==> config.mk <==
export PLATFORM = sky130hd
export DESIGN_NAME = axi_read_stream
export DESIGN_NICKNAME = d
export VERILOG_FILES = /design/src/rtl/axi_read_stream_pkg.sv /design/src/rtl/axi_read_stream.sv
export SDC_FILE = /design/constraint.sdc
export NUM_CORES = 1
export LEC_CHECK = 0
export CORE_MARGIN = 2
export CORE_UTILIZATION = 34
export CTS_CLUSTER_DIAMETER = 50
export CTS_CLUSTER_SIZE = 14
export DETAILED_ROUTE_END_ITERATION = 16
export PLACE_DENSITY = 0.78
export SKIP_CTS_REPAIR_TIMING = 1
export SLEW_MARGIN = 20
export SYNTH_ARGS = -nofsm -noshare
export SYNTH_HDL_FRONTEND = slang
export SYNTH_SLANG_ARGS = --single-unit
==> constraint.sdc <==
create_clock -name i_clk -period 2.5 [get_ports i_clk]
set_clock_uncertainty 0.05 [all_clocks]
set_input_delay 0.625 -clock i_clk [delete_from_list [all_inputs] [get_ports i_clk]]
set_output_delay 0.625 -clock i_clk [all_outputs]
set_load 0.02 [all_outputs]
==> src/rtl/axi_read_stream_pkg.sv <==
// rtl/axi_read_stream_pkg.sv - shared AXI constants, clogb2 and FSM encoding for the DDR frame masters
package axi_read_stream_pkg;

    localparam logic [1:0] BURST_INCR    = 2'b01;
    localparam logic [1:0] RESP_OKAY     = 2'b00;
    localparam logic [3:0] CACHE_DEFAULT = 4'b0011;

    typedef enum logic [1:0] {
        ST_IDLE = 2'd0,
        ST_ADDR = 2'd1,
        ST_DATA = 2'd2,
        ST_DONE = 2'd3
    } state_t;

    // Number of bits needed to represent value (clogb2(7) = 3, clogb2(3) = 2).
    function automatic int clogb2(input int value);
        int bits;
        bits = 0;
        for (int i = 0; i < 31; i++) begin
            if ((value >> i) != 0) begin
                bits = i + 1;
            end
        end
        return bits;
    endfunction

endpackage

==> src/rtl/axi_read_stream.sv <==
// rtl/axi_read_stream.sv - AXI4 read master fetching a frame of INCR bursts and emitting it as a stream
module axi_read_stream
    import axi_read_stream_pkg::*;
#(
    parameter int ADDR_WIDTH = 32,
    parameter int DATA_WIDTH = 64,
    parameter int AR_LEN     = 16,
    parameter int CNT_WIDTH  = 16
) (
    input  logic                  i_clk,
    input  logic                  i_rst_n,
    input  logic                  i_start,
    input  logic [ADDR_WIDTH-1:0] i_base_addr,
    input  logic [CNT_WIDTH-1:0]  i_num_bursts,
    output logic                  o_busy,
    output logic                  o_done,
    output logic                  o_err,
    output logic                  m_axi_arid,
    output logic [ADDR_WIDTH-1:0] m_axi_araddr,
    output logic [7:0]            m_axi_arlen,
    output logic [2:0]            m_axi_arsize,
    output logic [1:0]            m_axi_arburst,
    output logic                  m_axi_arlock,
    output logic [3:0]            m_axi_arcache,
    output logic [2:0]            m_axi_arprot,
    output logic [3:0]            m_axi_arqos,
    output logic                  m_axi_arvalid,
    input  logic                  m_axi_arready,
    input  logic                  m_axi_rid,
    input  logic [DATA_WIDTH-1:0] m_axi_rdata,
    input  logic [1:0]            m_axi_rresp,
    input  logic                  m_axi_rlast,
    input  logic                  m_axi_rvalid,
    output logic                  m_axi_rready,
    output logic [DATA_WIDTH-1:0] o_rd_tdata,
    output logic                  o_rd_tvalid,
    output logic                  o_rd_tlast,
    input  logic                  i_rd_tready
);

    localparam int                    BEAT_BYTES  = DATA_WIDTH / 8;
    localparam logic [ADDR_WIDTH-1:0] BURST_BYTES = ADDR_WIDTH'(AR_LEN * BEAT_BYTES);
    localparam logic [7:0]            LAST_BEAT   = 8'(AR_LEN - 1);

    state_t                state_q;
    state_t                state_nxt;
    logic [ADDR_WIDTH-1:0] addr_q;
    logic [CNT_WIDTH-1:0]  remain_q;
    logic [7:0]            beat_q;
    logic                  busy_q;
    logic                  done_q;
    logic                  err_q;

    logic start_ok;
    logic start_frame;
    logic beat_xfer;
    logic beat_is_last;
    logic frame_last;
    logic beat_bad;
    logic unused_rid;

    assign start_ok     = (state_q == ST_IDLE) && i_start;
    assign start_frame  = start_ok && (i_num_bursts != '0);
    assign beat_xfer    = (state_q == ST_DATA) && m_axi_rvalid && i_rd_tready;
    assign beat_is_last = (beat_q == LAST_BEAT);
    assign frame_last   = (remain_q == CNT_WIDTH'(1));
    // The beat counter, not rlast, decides where a burst ends; a disagreeing rlast only flags an error.
    assign beat_bad     = (m_axi_rresp != RESP_OKAY) || (m_axi_rlast != beat_is_last);
    assign unused_rid   = m_axi_rid;

    assign m_axi_arid    = 1'b0;
    assign m_axi_araddr  = addr_q;
    assign m_axi_arlen   = LAST_BEAT;
    assign m_axi_arsize  = 3'(clogb2(BEAT_BYTES - 1));
    assign m_axi_arburst = BURST_INCR;
    assign m_axi_arlock  = 1'b0;
    assign m_axi_arcache = CACHE_DEFAULT;
    assign m_axi_arprot  = 3'b000;
    assign m_axi_arqos   = 4'b0000;
    assign o_rd_tdata    = m_axi_rdata;
    assign o_busy        = busy_q;
    assign o_done        = done_q;
    assign o_err         = err_q;

    // State register.
    always_ff @(posedge i_clk or negedge i_rst_n) begin
        if (!i_rst_n) begin
            state_q <= ST_IDLE;
        end else begin
            state_q <= state_nxt;
        end
    end

    // Next state plus the state-gated handshake and stream outputs.
    always_comb begin
        state_nxt     = state_q;
        m_axi_arvalid = 1'b0;
        m_axi_rready  = 1'b0;
        o_rd_tvalid   = 1'b0;
        o_rd_tlast    = 1'b0;
        case (state_q)
            ST_IDLE: begin
                if (start_frame) begin
                    state_nxt = ST_ADDR;
                end
            end
            ST_ADDR: begin
                m_axi_arvalid = 1'b1;
                if (m_axi_arready) begin
                    state_nxt = ST_DATA;
                end
            end
            ST_DATA: begin
                m_axi_rready = i_rd_tready;
                o_rd_tvalid  = m_axi_rvalid;
                o_rd_tlast   = beat_is_last && frame_last;
                if (beat_xfer && beat_is_last) begin
                    state_nxt = frame_last ? ST_DONE : ST_ADDR;
                end
            end
            ST_DONE: begin
                state_nxt = ST_IDLE;
            end
            default: begin
                state_nxt = ST_IDLE;
            end
        endcase
    end

    // Frame address, burst and beat counters, plus the busy/done/err status flags.
    always_ff @(posedge i_clk or negedge i_rst_n) begin
        if (!i_rst_n) begin
            addr_q   <= '0;
            remain_q <= '0;
            beat_q   <= '0;
            busy_q   <= 1'b0;
            done_q   <= 1'b0;
            err_q    <= 1'b0;
        end else begin
            done_q <= 1'b0;
            if (start_ok) begin
                err_q <= 1'b0;
                if (start_frame) begin
                    addr_q   <= i_base_addr;
                    remain_q <= i_num_bursts;
                    beat_q   <= '0;
                    busy_q   <= 1'b1;
                end else begin
                    done_q <= 1'b1;
                end
            end
            if (beat_xfer) begin
                if (beat_bad) begin
                    err_q <= 1'b1;
                end
                if (beat_is_last) begin
                    beat_q   <= '0;
                    addr_q   <= addr_q + BURST_BYTES;
                    remain_q <= remain_q - CNT_WIDTH'(1);
                    if (frame_last) begin
                        busy_q <= 1'b0;
                        done_q <= 1'b1;
                    end
                end else begin
                    beat_q <= beat_q + 8'd1;
                end
            end
        end
    end

endmodule
# Word-level counts from Yosys, hierarchy flattened
# Cells that the tools add are included.
[word_totals]
register_bits = 61
elab_cells = 67
out_inout_bits = 129
[classes]
eq_ne = 9
n_reduce_logical = 14
muxes = 34
addsub = 3
[ops]
columns = ["operator", "count"]
rows = [
  ["two-way mux 32 bit", 4],
  ["two-way mux 16 bit", 4],
  ["adder 32 x 8 -> 32 bit (second input constant)", 1],
  ["two-way mux 8 bit", 4],
  ["two-way mux 1 bit", 17],
  ["== test 16 x 1 -> 1 bit (second input constant)", 1],
  ["nonzero test 16 bit", 1],
  ["subtractor 16 x 1 -> 16 bit (second input constant)", 1],
  ["adder 8 x 1 -> 8 bit (second input constant)", 1],
  ["== test 8 x 4 -> 1 bit (second input constant)", 1],
  ["two-way mux 2 bit", 4],
  ["case mux 2 bit (4 select lines)", 1],
  ["logical AND 1 bit", 6],
  ["nonzero test 2 bit", 3],
  ["== test 2 bit (second input constant)", 2],
  ["inequality test 2 bit (second input constant)", 2],
  ["AND reduction 3 bit", 1],
  ["== test 2 x 1 -> 1 bit (second input constant)", 1],
  ["logical NOT 2 bit", 1],
  ["inequality test 2 x 1 -> 1 bit (second input constant)", 1],
  ["AND reduction 2 bit", 1],
  ["logical OR 1 bit", 1],
  ["inequality test 1 bit", 1],
]

# Logic depth before layout (Yosys ltp)
[logic_depth]
depth_word = 8
mapped_depth = 8
depth_no_buf = 7

# Worst setup path before layout
# OpenSTA, ideal clock, no wires.
[synth_timing]
path_type = "register -> output"
from = "register remain_q[11]"
to = "output o_rd_tlast"
path_stages_with_launch = 5
required_ps = 1825
n_path_buf = 0
path_slack_ps = -190
arrival_time_ps = 2015
cell_sequence = "dfrtp_1 -> or4_1 -> or3_1 -> or3_1 -> nor2_1"
[synth_via]
elab_chain_cells = 3
[synth_rtl]
columns = ["element", "line", "text"]
rows = [
  ["start: declaration", "axi_read_stream.sv:48", "logic [CNT_WIDTH-1:0] remain_q;"],
  ["start signal: assignment", "axi_read_stream.sv:145", "remain_q <= i_num_bursts;"],
  ["start signal: assignment", "axi_read_stream.sv:159", "remain_q <= remain_q - CNT_WIDTH'(1);"],
  ["== test 16 x 1 -> 1 bit", "axi_read_stream.sv:66", "assign frame_last = (remain_q == CNT_WIDTH'(1));"],
  ["logical AND 1 bit", "axi_read_stream.sv:116", "o_rd_tlast = beat_is_last && frame_last;"],
  ["two-way mux 1 bit", "axi_read_stream.sv:101", "case (state_q)"],
  ["end: declaration", "axi_read_stream.sv:37", "output logic o_rd_tlast,"],
]
# No other way between the ends.

# Final worst setup path
# Same ends and word-level chain as after synthesis.

==> impl_metrics.ini <==
[power]
intPower_mw = 3.46
p_comb_share_pct = 46.3
peakVddDrop_uv = 548
seqPwrFrac_pct = 31.9
switching_share_pct = 39.6
p_leak_nw = 2.26
finalPower_mw = 5.73
p_switching_mw = 2.27
powerDensity_nw_per_um2 = 1060
clkPwrFrac_pct = 21.8

[die]
pin_count = 251
core_um2 = 11900
start_util_pct = 34.5
die_w_um = 114
rows = 40
die_area_um2 = 12900
die_y_um = 114

[cts]
cts_root_buf = clkbuf_16
cts_buffer_depth = 2
cts_tree = built
htreeDepth = 3
clock-sinks = 61
clk_pin_slew_ns = 0.05
clk_latency_ns = 0.33
numCtsBuffers = 9

[worst_setup_path]
startpoint_type = flip-flop
crit_required_ns = 1.82
end_kind = primary output
path_max_fanout = 2
path_class = flip-flop to primary output
critPathArrivalTime_ns = 2.16

[timing]
tightest_slew_ns = 0.501
finalHoldViolCount = 0
finalCritPeriodShare_pct = 113
clock.fmax_mhz = 353
fin_crit_ns = 2.83
setup_ws_ns = -0.334
setup_violations = 1
slew_headroom_pct = 66.6
holdWs_ns = 0.207
slew_violations = 0
rsz0062_at_grt = yes

[global_routing]
grt_pass1_vias = 3803
gr-total-overflow = 0
grt_usage_pct = 18.6
grt_max_degree = 43
grt_pass1_wl_um = 19100
grt_antenna_before_repair = 0

[min_path]
hold_path_class = input port to async pin

[yosys]
async_reset_ff_share_pct = 100
synth_top_area_share_pct = 37.3
synth_most_common_cell = buf_4
yosysWarnings = 0
synthCells = 492
synth_edf_count = 0
dominantRegCellSynth = dfrtp_1
synth_commonest_cells = 90 x buf_4, 61 x dfrtp_1, 54 x nand2_1, 39 x nor2_1, 31 x a21oi_1
synth.area.top_cells = dfrtp_1 37%, buf_4 17%, nand2_1 5.0%
synth_largest_area_cell = dfrtp_1
ys_ff_latch = 61
avgSynthCellArea_um2 = 8.31
synth_area_um2 = 4090
synth_cell_types = 52
ys_seq_area_share_pct = 37.3

[outcome]
status = finished with violations
failed_checks = negative setup slack

[run]
cap_violations = 0

[route]
vias = 3870
drtAntennaViolNets = 0
wire_per_inst_um = 16.4
route.detailed.drc = 0
drt_iter0_drc = 314
drtPass1Iterations = 5
wl_um = 11900
avgViaCountPerCell = 5.32

[placement]
io_buffers = 95
dp_hpwl_um = 9060
gp_congestion = 0.891

[finish]
antenna_cells = 0
finalNetCount = 702
syn_to_final_growth_pct = 31.8
n_fill_cell = 1157
layout-drive-gt1-share_pct = 17.2
-- power groups by stage --
| stage | registers [mW] | clock network, mW | logic (mW) |
|---|---|---|---|
| 2_1_floorplan | 2.09 | 0 | 1.19 |
| 3_3_place_gp | 1.81 | 0 | 2.59 |
| 3_5_place_dp | 1.83 | 0 | 2.65 |
| 4_1_cts | 1.82 | 1.26 | 2.66 |
| 5_1_grt | 1.89 | 1.32 | 2.89 |
| 6_report | 1.83 | 1.25 | 2.66 |
-- per-layer routing --
metal  vias to the layer above  track usage (%)  part of all wire, %
li1                       1817                -                    -
met1                      1837             24.4                   45
met2                       175             28.9                   45
met3                        41             5.37                  7.4
met4                         0             7.64                  2.9
met5                         -                0                    0
-- per-stage QoR --
stage / cell area (um^2) / util, % / TNS [ns] / worst slack, ns / std cells
finish: 5390 / 45.4 / -0.334 / -0.334 / 728
detailed placement: 5080 / 42.9 / -5.51 / -0.502 / 712
global route: 5390 / 45.4 / -0.384 / -0.384 / 728
CTS: 5380 / 45.3 / -0.949 / -0.863 / 728
global placement: 5080 / 42.9 / -3.70 / -0.499 / 712
floorplan: 4200 / - / 0 / 0.0161 / 516
-- worst paths after layout --
path,slack [ns],depth (start not counted),start,endpoint
setup reg to reg,0.22,6,beat_q[5],remain_q[13]
hold / removal,0.21,1,i_rst_n,remain_q[14]
hold reg to reg,0.42,2,m_axi_araddr[0],m_axi_araddr[0]
setup / recovery,-0.33,5,remain_q[11],o_rd_tlast
max in group asynchronous,1.59,2,i_rst_n,m_axi_araddr[26]
min in group i_clk,0.42,2,m_axi_araddr[0],m_axi_araddr[0]
-- worst max-delay path, cell delays in order, from the launching register on --
cell,delay [ns]
dfrtp_1,0.37
or4_4,0.54
or3_4,0.34
or3_4,0.36
nor2_4,0.09
buf_6,0.12
-- flip-flops by register name, indices dropped and copies added (netlist names) --
name          cells
o_done            1
o_busy            1
m_axi_araddr     32
remain_q         16
o_err             1
state_q           2
beat_q            8
-- final cells by class --
cell class	count	area [um^2]	share of cell area (%)
clock buffer	12	246	4.57
clock inverter	4	47.5	0.882
inverter	11	41.3	0.766
multi-input combinational	333	1880	34.9
sequential	61	1530	28.3
tap	147	184	3.41
timing repair buffer	160	1470	27.2
-- cell usage in the layout (no fill, tap or decap), drive strengths merged, types with 3 or more instances in the layout --
master and n:
nand4b 3, o211ai 4, o31ai 5, nand2b 4, dfrtp 61, o21ai 24, ha 4, clkdlybuf4s50 91
or3 8, o22ai 9, a31oi 6, clkbuf 12, and3 5, o32ai 3, a311oi 4, buf 67
a41o 3, nor3 23, nand3 22, a21oi 31, inv 11, nor4 9, conb 26, nand4 6
a211oi 9, nand2 54, nor2 39, a41oi 3
-- kinds of logic (layout without fill, tap and decap cells) --
group	after synthesis	count (layout)	synth area share, %
AOI/OAI and AO/OA	113	113	18.0
xor gates and xnor gates	2	2	0.428
adders and majority gates	4	4	1.22
buffers and inverters	122	187	19.8
DFF	61	61	37.3
muxes	1	1	0.275
other	2	26	0.184
and+or+nand+nor	187	187	22.8
Power figures use the tool's default switching activity.
